## config.mk

```make
export PLATFORM = sky130hd
export DESIGN_NAME = md_issue_ctrl
export DESIGN_NICKNAME = d
export VERILOG_FILES = /design/src/rtl/md_pkg.sv /design/src/rtl/md_lat_counter.sv /design/src/rtl/md_issue_ctrl.sv
export SDC_FILE = /design/constraint.sdc
export NUM_CORES = 1
export LEC_CHECK = 0
export ABC_AREA = 0
export ABC_CLOCK_PERIOD_IN_PS = 4590
export BUFFER_PORTS_ARGS = -buffer_cell sky130_fd_sc_hd__buf_2
export CAP_MARGIN = 0
export CORE_UTILIZATION = 29
export CTS_CLUSTER_SIZE = 12
export DETAILED_ROUTE_END_ITERATION = 6
export HOLD_SLACK_MARGIN = 0.08
export PLACE_DENSITY_LB_ADDON = 0.12
export SLEW_MARGIN = 20
export SYNTH_ARGS = -nofsm -noshare
export SYNTH_HDL_FRONTEND = slang
export SYNTH_HIERARCHICAL = 1
export SYNTH_SLANG_ARGS = --single-unit
```

## constraint.sdc

```tcl
create_clock -name Clk -period 4.59 [get_ports Clk]
set_clock_uncertainty 0.1 [all_clocks]
set_input_delay 0.918 -clock Clk [delete_from_list [all_inputs] [get_ports Clk]]
set_output_delay 0.918 -clock Clk [all_outputs]
set_load 0.005 [all_outputs]
```

## src/rtl/md_pkg.sv

```systemverilog
// md_pkg: shared definitions for the mult/div issue path.
//   - MD_*  : class encoding of the HI/LO-related instruction in a pipe stage
//   - OP_*  : operation codes understood by mul_div
//   - ST_*  : issue-controller state encoding
//   - helpers to classify an instruction class and map it to an OP code
package md_pkg;

    localparam logic [3:0] MD_NONE  = 4'd0;
    localparam logic [3:0] MD_MULTU = 4'd1;
    localparam logic [3:0] MD_MULT  = 4'd2;
    localparam logic [3:0] MD_DIVU  = 4'd3;
    localparam logic [3:0] MD_DIV   = 4'd4;
    localparam logic [3:0] MD_MTHI  = 4'd5;
    localparam logic [3:0] MD_MTLO  = 4'd6;
    localparam logic [3:0] MD_MFHI  = 4'd7;
    localparam logic [3:0] MD_MFLO  = 4'd8;

    localparam logic [1:0] OP_MULTU = 2'b00;
    localparam logic [1:0] OP_MULT  = 2'b01;
    localparam logic [1:0] OP_DIVU  = 2'b10;
    localparam logic [1:0] OP_DIV   = 2'b11;

    localparam logic [1:0] ST_IDLE  = 2'd0;
    localparam logic [1:0] ST_RUN   = 2'd1;
    localparam logic [1:0] ST_DRAIN = 2'd2;

    // True for the four classes that occupy mul_div for several cycles.
    function automatic logic md_is_muldiv(input logic [3:0] md_type);
        return (md_type == MD_MULTU) || (md_type == MD_MULT) ||
               (md_type == MD_DIVU)  || (md_type == MD_DIV);
    endfunction

    function automatic logic md_is_mul(input logic [3:0] md_type);
        return (md_type == MD_MULTU) || (md_type == MD_MULT);
    endfunction

    function automatic logic [1:0] md_op(input logic [3:0] md_type);
        logic [1:0] op;
        case (md_type)
            MD_MULT: op = OP_MULT;
            MD_DIVU: op = OP_DIVU;
            MD_DIV:  op = OP_DIV;
            default: op = OP_MULTU;
        endcase
        return op;
    endfunction

endpackage

```

## src/rtl/md_lat_counter.sv

```systemverilog
// md_lat_counter: loadable down-counter with a zero flag.
//   Clk     in  clock, rising edge
//   Rst     in  synchronous active-high reset (count -> 0)
//   Load    in  load LoadVal this cycle (has priority over Dec)
//   LoadVal in  value to load
//   Dec     in  decrement this cycle (held at 0, never wraps)
//   Count   out current count
//   Zero    out Count == 0
module md_lat_counter #(
    parameter int W = 5
) (
    input  logic         Clk,
    input  logic         Rst,
    input  logic         Load,
    input  logic [W-1:0] LoadVal,
    input  logic         Dec,
    output logic [W-1:0] Count,
    output logic         Zero
);

    always_ff @(posedge Clk) begin
        // NOTE: sequential state is assigned with <= so every flop samples
        // the pre-edge values, independent of block ordering.
        if (Rst)
            Count <= '0;
        else if (Load)
            Count <= LoadVal;
        else if (Dec && (Count != '0))
            Count <= Count - 1'b1;
    end

    assign Zero = (Count == '0);

endmodule

```

## src/rtl/md_issue_ctrl.sv

```systemverilog
// md_issue_ctrl: execute-stage issue controller for mul_div.
//   Clk, Rst   clock / synchronous active-high reset
//   E_MdType   class of the instruction in E;  E_Valid: E is not a bubble
//   E_Hold     E is frozen; the same instruction is presented again
//   D_MdType   class of the instruction in D
//   Busy, HI, LO from mul_div
//   Start/Op   one-cycle start pulse and operation code to mul_div
//   We/HiLo    one-cycle HI/LO write pulse (mthi/mtlo) and its target
//   Stall      freeze PC and F/D, bubble into E
//   MdResult   HI for mfhi, LO for mflo, else 0
//   InFlight   an operation is being tracked (state != IDLE)
module md_issue_ctrl
    import md_pkg::*;
#(
    parameter int MUL_LAT = 5,
    parameter int DIV_LAT = 10
) (
    input  logic        Clk,
    input  logic        Rst,
    input  logic [3:0]  E_MdType,
    input  logic        E_Valid,
    input  logic        E_Hold,
    input  logic [3:0]  D_MdType,
    input  logic        Busy,
    input  logic [31:0] HI,
    input  logic [31:0] LO,
    output logic        Start,
    output logic [1:0]  Op,
    output logic        We,
    output logic        HiLo,
    output logic        Stall,
    output logic [31:0] MdResult,
    output logic        InFlight
);

    localparam logic [4:0] MUL_LOAD = 5'(MUL_LAT - 1);
    localparam logic [4:0] DIV_LOAD = 5'(DIV_LAT - 1);

    logic [1:0] state;
    logic [1:0] state_nxt;
    logic       issued;
    logic       idle;
    logic       e_is_mt;
    logic [4:0] cnt;
    logic       cnt_zero;

    assign idle    = (state == ST_IDLE);
    assign e_is_mt = (E_MdType == MD_MTHI) || (E_MdType == MD_MTLO);

    // Pulses are gated by Rst so a reset cycle never launches anything;
    // gating by issued gives one pulse per instruction while E is held.
    assign Start = !Rst && E_Valid && md_is_muldiv(E_MdType) && !issued && idle;
    assign Op    = Start ? md_op(E_MdType) : OP_MULTU;
    assign We    = !Rst && E_Valid && e_is_mt && !issued && idle;
    assign HiLo  = We && (E_MdType == MD_MTHI);

    assign Stall    = !Rst && (D_MdType != MD_NONE) && (Start || !idle);
    assign InFlight = !idle;

    always_comb begin
        MdResult = '0;
        if (E_Valid && (E_MdType == MD_MFHI))
            MdResult = HI;
        else if (E_Valid && (E_MdType == MD_MFLO))
            MdResult = LO;
    end

    // A pulse taken on a held cycle is remembered until E advances; if E
    // advances in the pulse cycle itself there is nothing to remember.
    always_ff @(posedge Clk) begin
        if (Rst)
            issued <= 1'b0;
        else if (!E_Hold)
            issued <= 1'b0;
        else if (Start || We)
            issued <= 1'b1;
    end

    md_lat_counter #(.W(5)) u_lat (
        .Clk     (Clk),
        .Rst     (Rst),
        .Load    (Start),
        .LoadVal (md_is_mul(E_MdType) ? MUL_LOAD : DIV_LOAD),
        .Dec     (state == ST_RUN),
        .Count   (cnt),
        .Zero    (cnt_zero)
    );

    always_comb begin
        // NOTE: default assignment first so no path leaves state_nxt
        // unassigned, which would infer a latch.
        state_nxt = state;
        case (state)
            ST_IDLE:  if (Start)     state_nxt = ST_RUN;
            ST_RUN:   if (cnt_zero)  state_nxt = ST_DRAIN;
            // mul_div may drop Busy later than our own latency estimate.
            ST_DRAIN: if (!Busy)     state_nxt = ST_IDLE;
            default:                 state_nxt = ST_IDLE;
        endcase
    end

    always_ff @(posedge Clk) begin
        if (Rst)
            state <= ST_IDLE;
        else
            state <= state_nxt;
    end

endmodule
```

==> results of run 1 <==
-- registers in the layout, indices dropped and copies added, names as in the netlist --
| signal | count |
|---|---|
| u_lat/Count | 5 |
| issued | 1 |
| state | 2 |
-- layout make-up --
cell class	instances	share of cell area, %
multi-input combinational	96	46.2
timing repair buffer	117	36.6
inverter	10	2.33
clock buffer	3	1.40
sequential	8	9.93
tap	46	3.57
-- cell families (layout without fill, tap and decap cells) --
| family | after synthesis | in the layout | share of synthesized area (%) |
|---|---|---|---|
| xor gates and xnor gates | 2 | 2 | 1.70 |
| other | 1 | 2 | 0.363 |
| adders and majority gates | 1 | 1 | 1.21 |
| AOI/OAI and AO/OA | 51 | 51 | 44.4 |
| buffers and inverters | 21 | 130 | 13.4 |
| and+or+nand+nor | 40 | 40 | 23.4 |
| DFF | 8 | 8 | 15.5 |
-- placed cells by master, fill, tap and decap left out, types with 3 or more instances in the layout --
cell type	n
inv_1	10
nor2_1	8
nor2b_1	4
dfxtp_1	8
a22o_1	32
a21oi_1	4
buf_2	115
nand3_1	4
nor3_1	4
clkbuf_4	3
nand2_1	9
-- critical path: stages --
cell      delay, ns
buf_2          0.20
nor3b_2        0.28
o2111a_1       0.45
buf_2          0.19
-- where the power goes --
part	internal, mW	leakage (nW)	total [mW]	switching (mW)
registers	0.0717	0.0648	0.0735	0.00175
logic	0.0424	0.819	0.0802	0.0378
clock network	0.0298	0.0138	0.0517	0.0219
total	0.144	0.897	0.205	0.0614
-- per-layer routing --
layer / GRT usage, % / vias to the layer above / part of all wire [%]
met2: 22.1 / 56 / 48
met4: 7.30 / 0 / 1.4
li1: - / 699 / -
met5: 0 / - / 0
met3: 1.04 / 4 / 8.1
met1: 19.1 / 551 / 43
-- final timing paths --
| kind | slack [ns] | depth (start not counted) | startpoint | endpoint |
|---|---|---|---|---|
| max | 1.53 | 4 | E_MdType[2] | Start |
| min | 0.40 | 2 | issued | issued |
| max reg2reg | 2.64 | 4 | state[0] | u_lat/Count[2] |
| min reg2reg | 0.40 | 2 | issued | issued |
==> metrics.txt, run 1 <==
status finished, final reports clean; violation count after the first detailed-route iteration 22; Overflow after GRT 0; maximum number of pins on one net before global-route repair 33; setup slack after placement 1.52 ns; final hold violation count 0; core area around 3400 um2; post-DR vias/cell between 4 and 5; number of nets in the layout around 310; Placement Cell Area about 1600 um2; Clock transition at path regs 0.06 ns; Starting Density 30.7%; Max IR drop VDD about 0.18 mV; number of enable-type register cells in the synthesized netlist 0; worst slew pin tran a little under 0.7 ns; GR Util All Layers between 10% and 20%; count leader, synth a22o_1; CTS tree yes; share of the synthesized area in the top cell type a little over a quarter; later-pin clock latency in the skew report between 0.2 and 0.3 ns; die width a little over 60 um; total clock sinks 8; Multi-input gate area around 740 um2; gate count after technology mapping between 100 and 150; number of nets with antenna violations after detailed routing 0; most area-consuming cells after synthesis a22o_1 (27%), dfxtp_1 (15%), buf_6 (6.5%), inv_1 (3.6%), nand2_1 (3.3%); antenna violations before repair 0; Final Instance Count excl. Fillers 280; average size of a mapped cell about 8.3 um2; number of port buffers 115; Worst Path Class, Setup input port to output pin; H-tree level count 1; Clock Root Buffer clkbuf_4; Placer Congestion 0.750; CTS max path bufs 2; library cell occupying the most area in the post-synthesis netlist a22o_1; wire length of the first global-routing pass roughly 4100 um; most frequent cells after synthesis a22o_1 (32), inv_1 (10), nand2_1 (9), dfxtp_1 (8), nor2_1 (8); Num CTS Buffers 3; detailed-router iteration count before antenna repair 4; Final Cell Area around 1600 um2; post-cts sizing count 0; share of post-route cells with drive strength above 1 a little over half; RSZ-0062 raised after global routing false; endpoints failing setup 0; register bit total from synthesis 8; final total power about 0.21 mW; Post-synth ARST share 0%; vias in the first global route around 900; count of unresolved DRC violations after routing 0; Die Height approximately 62 um; worst hold-check path type flop to flop; area delta synth->final 56.1%; register area between 150 and 200 um2; wire length after detailed routing roughly 3200 um; half-perimeter wire length after detailed placement 2620 um; fill count 367; Cells after DPL approximately 280; time the final worst path needs with I/O delays and setup a little over 3 ns; endpoint arrival time on the critical path roughly 2.0 ns; utilization of the core after routing 48.0%; number of slew-limit violations in the final report 0; Routed WL per cell about 12 um; routed via count approximately 1300; total of warnings raised by yosys 6; crit end category output pin; tightest hold margin ~0.4 ns; final worst setup slack 1.53 ns; die area 3810 um2; Leakage Power roughly 0.90 nW; synth unique cells 39; max cap viols 0; number of setup buffers added after CTS 0; post-synthesis instance area ~1000 um2; setup TNS 0 ns; ports placed on the boundary ~120; top_reg_cell synth dfxtp_1; maximum clock frequency between 0.3 and 0.4 GHz; Seq/Total Area, Yosys 15.5%; CTS Hold Bufs 0; number of diodes 0; standard-cell row count 21; WP data required between 3 and 4 ns; power density relative to cell area between 100 and 150 nW/um2; Max Fanout on Critical Path 11; Startpoint Class input port; tightest slew margin relative to the limit a little over half; final critical-path share of the clock period 66.6%
Power figures use the tool's default switching activity.
==> run 2: changes to the inputs <==
- ABC_CLOCK_PERIOD_IN_PS: 4590 -> 2900
- clock period: 4.59 -> 2.9 ns (I/O delays scaled with it)
==> metrics.txt, run 2 (same netlist as run 1, synthesis figures left out) <==
number of flip-flops in the largest register 5; CP Cell Sequence buf_2 > nand2_2 > nor3_4 > buf_4 > a22o_1 > buf_2; WP data required about 2.2 ns; final hold violation count 0; wire length after detailed routing ~3400 um; Max Fanout on Critical Path 32; post-DR vias/cell 4.67; area delta synth->final 57.5%; Die Height about 60 um; maximum number of pins on one net before global-route repair 33; count of unresolved DRC violations after routing 0; Most common cell on crit path buf_2; largest registers u_lat/Count (5), state (2), issued (1); Startpoint Class input port; Worst Path Class, Setup input port to output pin; number of slew-limit violations in the final report 0; standard-cell row count 21; Clock transition at path regs about 0.05 ns; standard cell with the maximum stage delay on the critical path buf_4; half-perimeter wire length after detailed placement 2690 um; wire length of the first global-routing pass ~4300 um; post-cts sizing count 0; ports placed on the boundary approximately 120; number of diodes 0; core area 3360 um2; number of setup buffers added after CTS 0; crit end category output pin; Routed WL per cell 11.9 um; routed via count roughly 1300; Max IR drop VDD around 0.14 mV; time the final worst path needs with I/O delays and setup between 2 and 2.5 ns; Final Cell Area between 1500 and 2000 um2; CTS tree yes; setup TNS 0 ns; most frequent cells in the layout buf_2 (115), a22o_1 (32), inv_1 (10); RSZ-0062 raised after global routing false; number of nets with antenna violations after detailed routing 0; violation count after the first detailed-route iteration 47; die area around 3800 um2; Clock Root Buffer clkbuf_4; power density relative to cell area between 200 and 250 nW/um2; number of port buffers 115; Placement Cell Area between 1500 and 2000 um2; GR Util All Layers 15.2%; CTS max path bufs 2; final critical-path share of the clock period 81.6%; endpoints failing setup 0; die width a little over 60 um; Leakage Power 0.908 nW; status finished, final reports clean; top register by number of flip-flops u_lat/Count; antenna violations before repair 0; Num CTS Buffers 3; number of nets in the layout about 320; later-pin clock latency in the skew report between 0.2 and 0.3 ns; largest stage delay on the critical path roughly 0.33 ns; H-tree level count 1; share of post-route cells with drive strength above 1 between 50% and 60%; CTS Hold Bufs 0; Starting Density between 30 and 40%; worst hold-check path type flop to flop; total clock sinks 8; endpoint arrival time on the critical path about 1.7 ns; Placer Congestion roughly 0.74; Overflow after GRT 0; max cap viols 0; vias in the first global route between 1000 and 1500; detailed-router iteration count before antenna repair 4; maximum clock frequency ~0.42 GHz; most common cell after layout, fill and taps aside buf_2
## run 2: changes by cell type in the layout (fill, tap and decap cells not counted), sizes merged
cell / change
buf: +2
## run 2: where the power goes
part / internal [mW] / total [mW] / leakage [nW] / switching [mW]
combinational: 0.0679 / 0.128 / 0.830 / 0.0598
clock: 0.0474 / 0.0857 / 0.0138 / 0.0384
sequential: 0.113 / 0.116 / 0.0648 / 0.00272
total: 0.229 / 0.330 / 0.908 / 0.101
## run 2: final timing paths
check | from | to | slack, ns | cells past startpoint
max | E_MdType[2] | MdResult[9] | 0.53 | 6
min | issued | issued | 0.40 | 2
max reg2reg | u_lat/Count[1] | u_lat/Count[3] | 1.02 | 5
min reg2reg | issued | issued | 0.40 | 2
## run 2: area by class of cell
| class | count | area, um2 |
|---|---|---|
| fillers | 352 | 1740 |
| multi-input cells | 96 | 744 |
| repair buffers | 119 | 606 |
| flip-flops and latches | 8 | 160 |
| well taps | 46 | 57.6 |
| inverters | 10 | 37.5 |
| clock buffers | 3 | 22.5 |
## run 2: critical path: cells and delay by family
family                 cells  cell delay, ns
AND/OR/NAND/NOR            2            0.26
buffers and inverters      3            0.64
AO/OA/AOI/OAI              1            0.20
## run 2: routing by layer
metal  vias up  share of wire [%]  GRT usage (%)  wire (um)
met3         4                7.9           2.69        266
met4         0                1.4           7.62         48
li1        701                  -              -          -
met1       563                 43           18.8       1440
met2        48                 48           25.2       1600
met5         -                  0              0          0
## run 2: stage by stage
step	hold slack, ns	util, %	std cells	setup WS (ns)	power (mW)
finish	0.395	48.4	282	0.534	0.330
global route	0.431	48.4	282	0.427	0.359
CTS	0.404	48.4	282	0.532	0.335
detailed placement	0.389	47.7	279	0.529	0.246
global placement	0.401	47.7	279	0.534	0.246
floorplan	0.362	-	125	0.738	0.184
==> run 3: changes to the inputs <==
- ABC_CLOCK_PERIOD_IN_PS: 2900 -> 2200
- clock period: 2.9 -> 2.2 ns (I/O delays scaled with it)
==> metrics.txt, run 3 (same netlist as run 1, synthesis figures left out) <==
status finished, final reports clean; CTS max path bufs 2; top register by number of flip-flops u_lat/Count; antenna violations before repair 0; worst hold-check path type input port to flop; tightest hold margin just under 0.4 ns; Clock Root Buffer clkbuf_4; Startpoint Class flop; Die Height about 60 um; WP data required ~1.7 ns; met3 global-route usage about 1.2%; most common cell after layout, fill and taps aside buf_2; GRT Max-Usage Layer met2; standard-cell row count 21; met2 Use GR 25.7%; Multi-input gate area about 740 um2; final worst setup slack roughly 0.15 ns; wire length of the first global-routing pass 4240 um; number of nets in the layout between 300 and 400; Max Fanout on Critical Path 9; wire length after detailed routing ~3400 um; final hold violation count 0; maximum number of pins on one net before global-route repair 33; most frequent cells in the layout buf_2 (115), a22o_1 (32), inv_1 (10); number of port buffers between 100 and 150; Worst Path Class, Setup flop to output pin; total clock sinks 8; RSZ-0062 raised after global routing false; number of setup buffers added after CTS 0; count of unresolved DRC violations after routing 0; violation count after the first detailed-route iteration 51; time the final worst path needs with I/O delays and setup between 2 and 2.5 ns; power density relative to cell area between 200 and 300 nW/um2; maximum clock frequency just under 0.5 GHz; endpoint arrival time on the critical path approximately 1.5 ns; ports placed on the boundary ~120; Clock transition at path regs approximately 0.060 ns; GR Util All Layers roughly 14%; largest registers u_lat/Count (5), state (2), issued (1); final critical-path share of the clock period around 93%; area delta synth->final 61.4%; post-cts sizing count 0; number of nets with antenna violations after detailed routing 0; die area 3810 um2; number of diodes 0; setup slack of the worst register-to-register path 0.28 ns; CTS Hold Bufs 0; number of slew-limit violations in the final report 0; Leakage Power a little over 0.9 nW; Overflow after GRT 0; detailed-router iteration count before antenna repair 4; die width between 60 and 70 um; half-perimeter wire length after detailed placement around 2800 um; post-DR vias/cell slightly below 5; Routed WL per cell between 10 and 15 um; Num CTS Buffers 3; H-tree level count 1; Starting Density ~31%; routed via count around 1400; fill count between 300 and 400; Placer Congestion 0.760; setup slack after placement between 0.2 and 0.25 ns; endpoints failing setup 0; later-pin clock latency in the skew report ~0.25 ns; max cap viols 0; Final Instance Count excl. Fillers 284; Max IR drop VDD around 0.25 mV; CTS tree yes; register area approximately 160 um2; share of post-route cells with drive strength above 1 between 50% and 60%; number of flip-flops in the largest register 5; setup TNS 0 ns; vias in the first global route a little under 1000; global routing usage on met1 between 10% and 20%; Cells after DPL 281; core area around 3400 um2; crit end category output pin
==> run 3: metal layers <==
| metal | up-vias | share of wire [%] |
|---|---|---|
| met5 | - | 0 |
| met3 | 4 | 8.9 |
| met1 | 623 | 41 |
| li1 | 705 | - |
| met2 | 62 | 50 |
| met4 | 0 | 0.44 |
==> run 3: path summary, 6_finish.rpt <==
path | startpoint | cells after the start | to
setup / recovery | state[0] | 3 | Start
hold / removal | Busy | 3 | state[1]
setup reg to reg | u_lat/Count[1] | 5 | u_lat/Count[3]
hold reg to reg | issued | 2 | issued
==> run 3: metrics by stage <==
stage	utilization, %	power, mW	cell area [um2]
6_report	49.6	0.441	1670
4_1_cts	49.6	0.447	1670
2_1_floorplan	-	0.242	1040
3_3_place_gp	48.9	0.330	1650
3_5_place_dp	48.9	0.330	1650
5_1_grt	49.6	0.475	1670
==> run 3: report_power, final <==
group          internal [mW]  switching (mW)  total (mW)
Sequential             0.149         0.00397       0.153
Clock                 0.0625          0.0506       0.113
Combinational         0.0931          0.0813       0.174
==> run 3: layout make-up <==
cell class                 count  share of cell area [%]
multi-input combinational     96                    44.6
timing repair buffer         121                    38.7
sequential                     8                    9.60
tap                           46                    3.45
inverter                      10                    2.25
clock buffer                   3                    1.35
==> run 3: critical path: stages (launching register included) <==
cell and delay [ns]:
dfxtp_1 0.33, nor4b_2 0.32, o2111a_1 0.42, buf_2 0.18
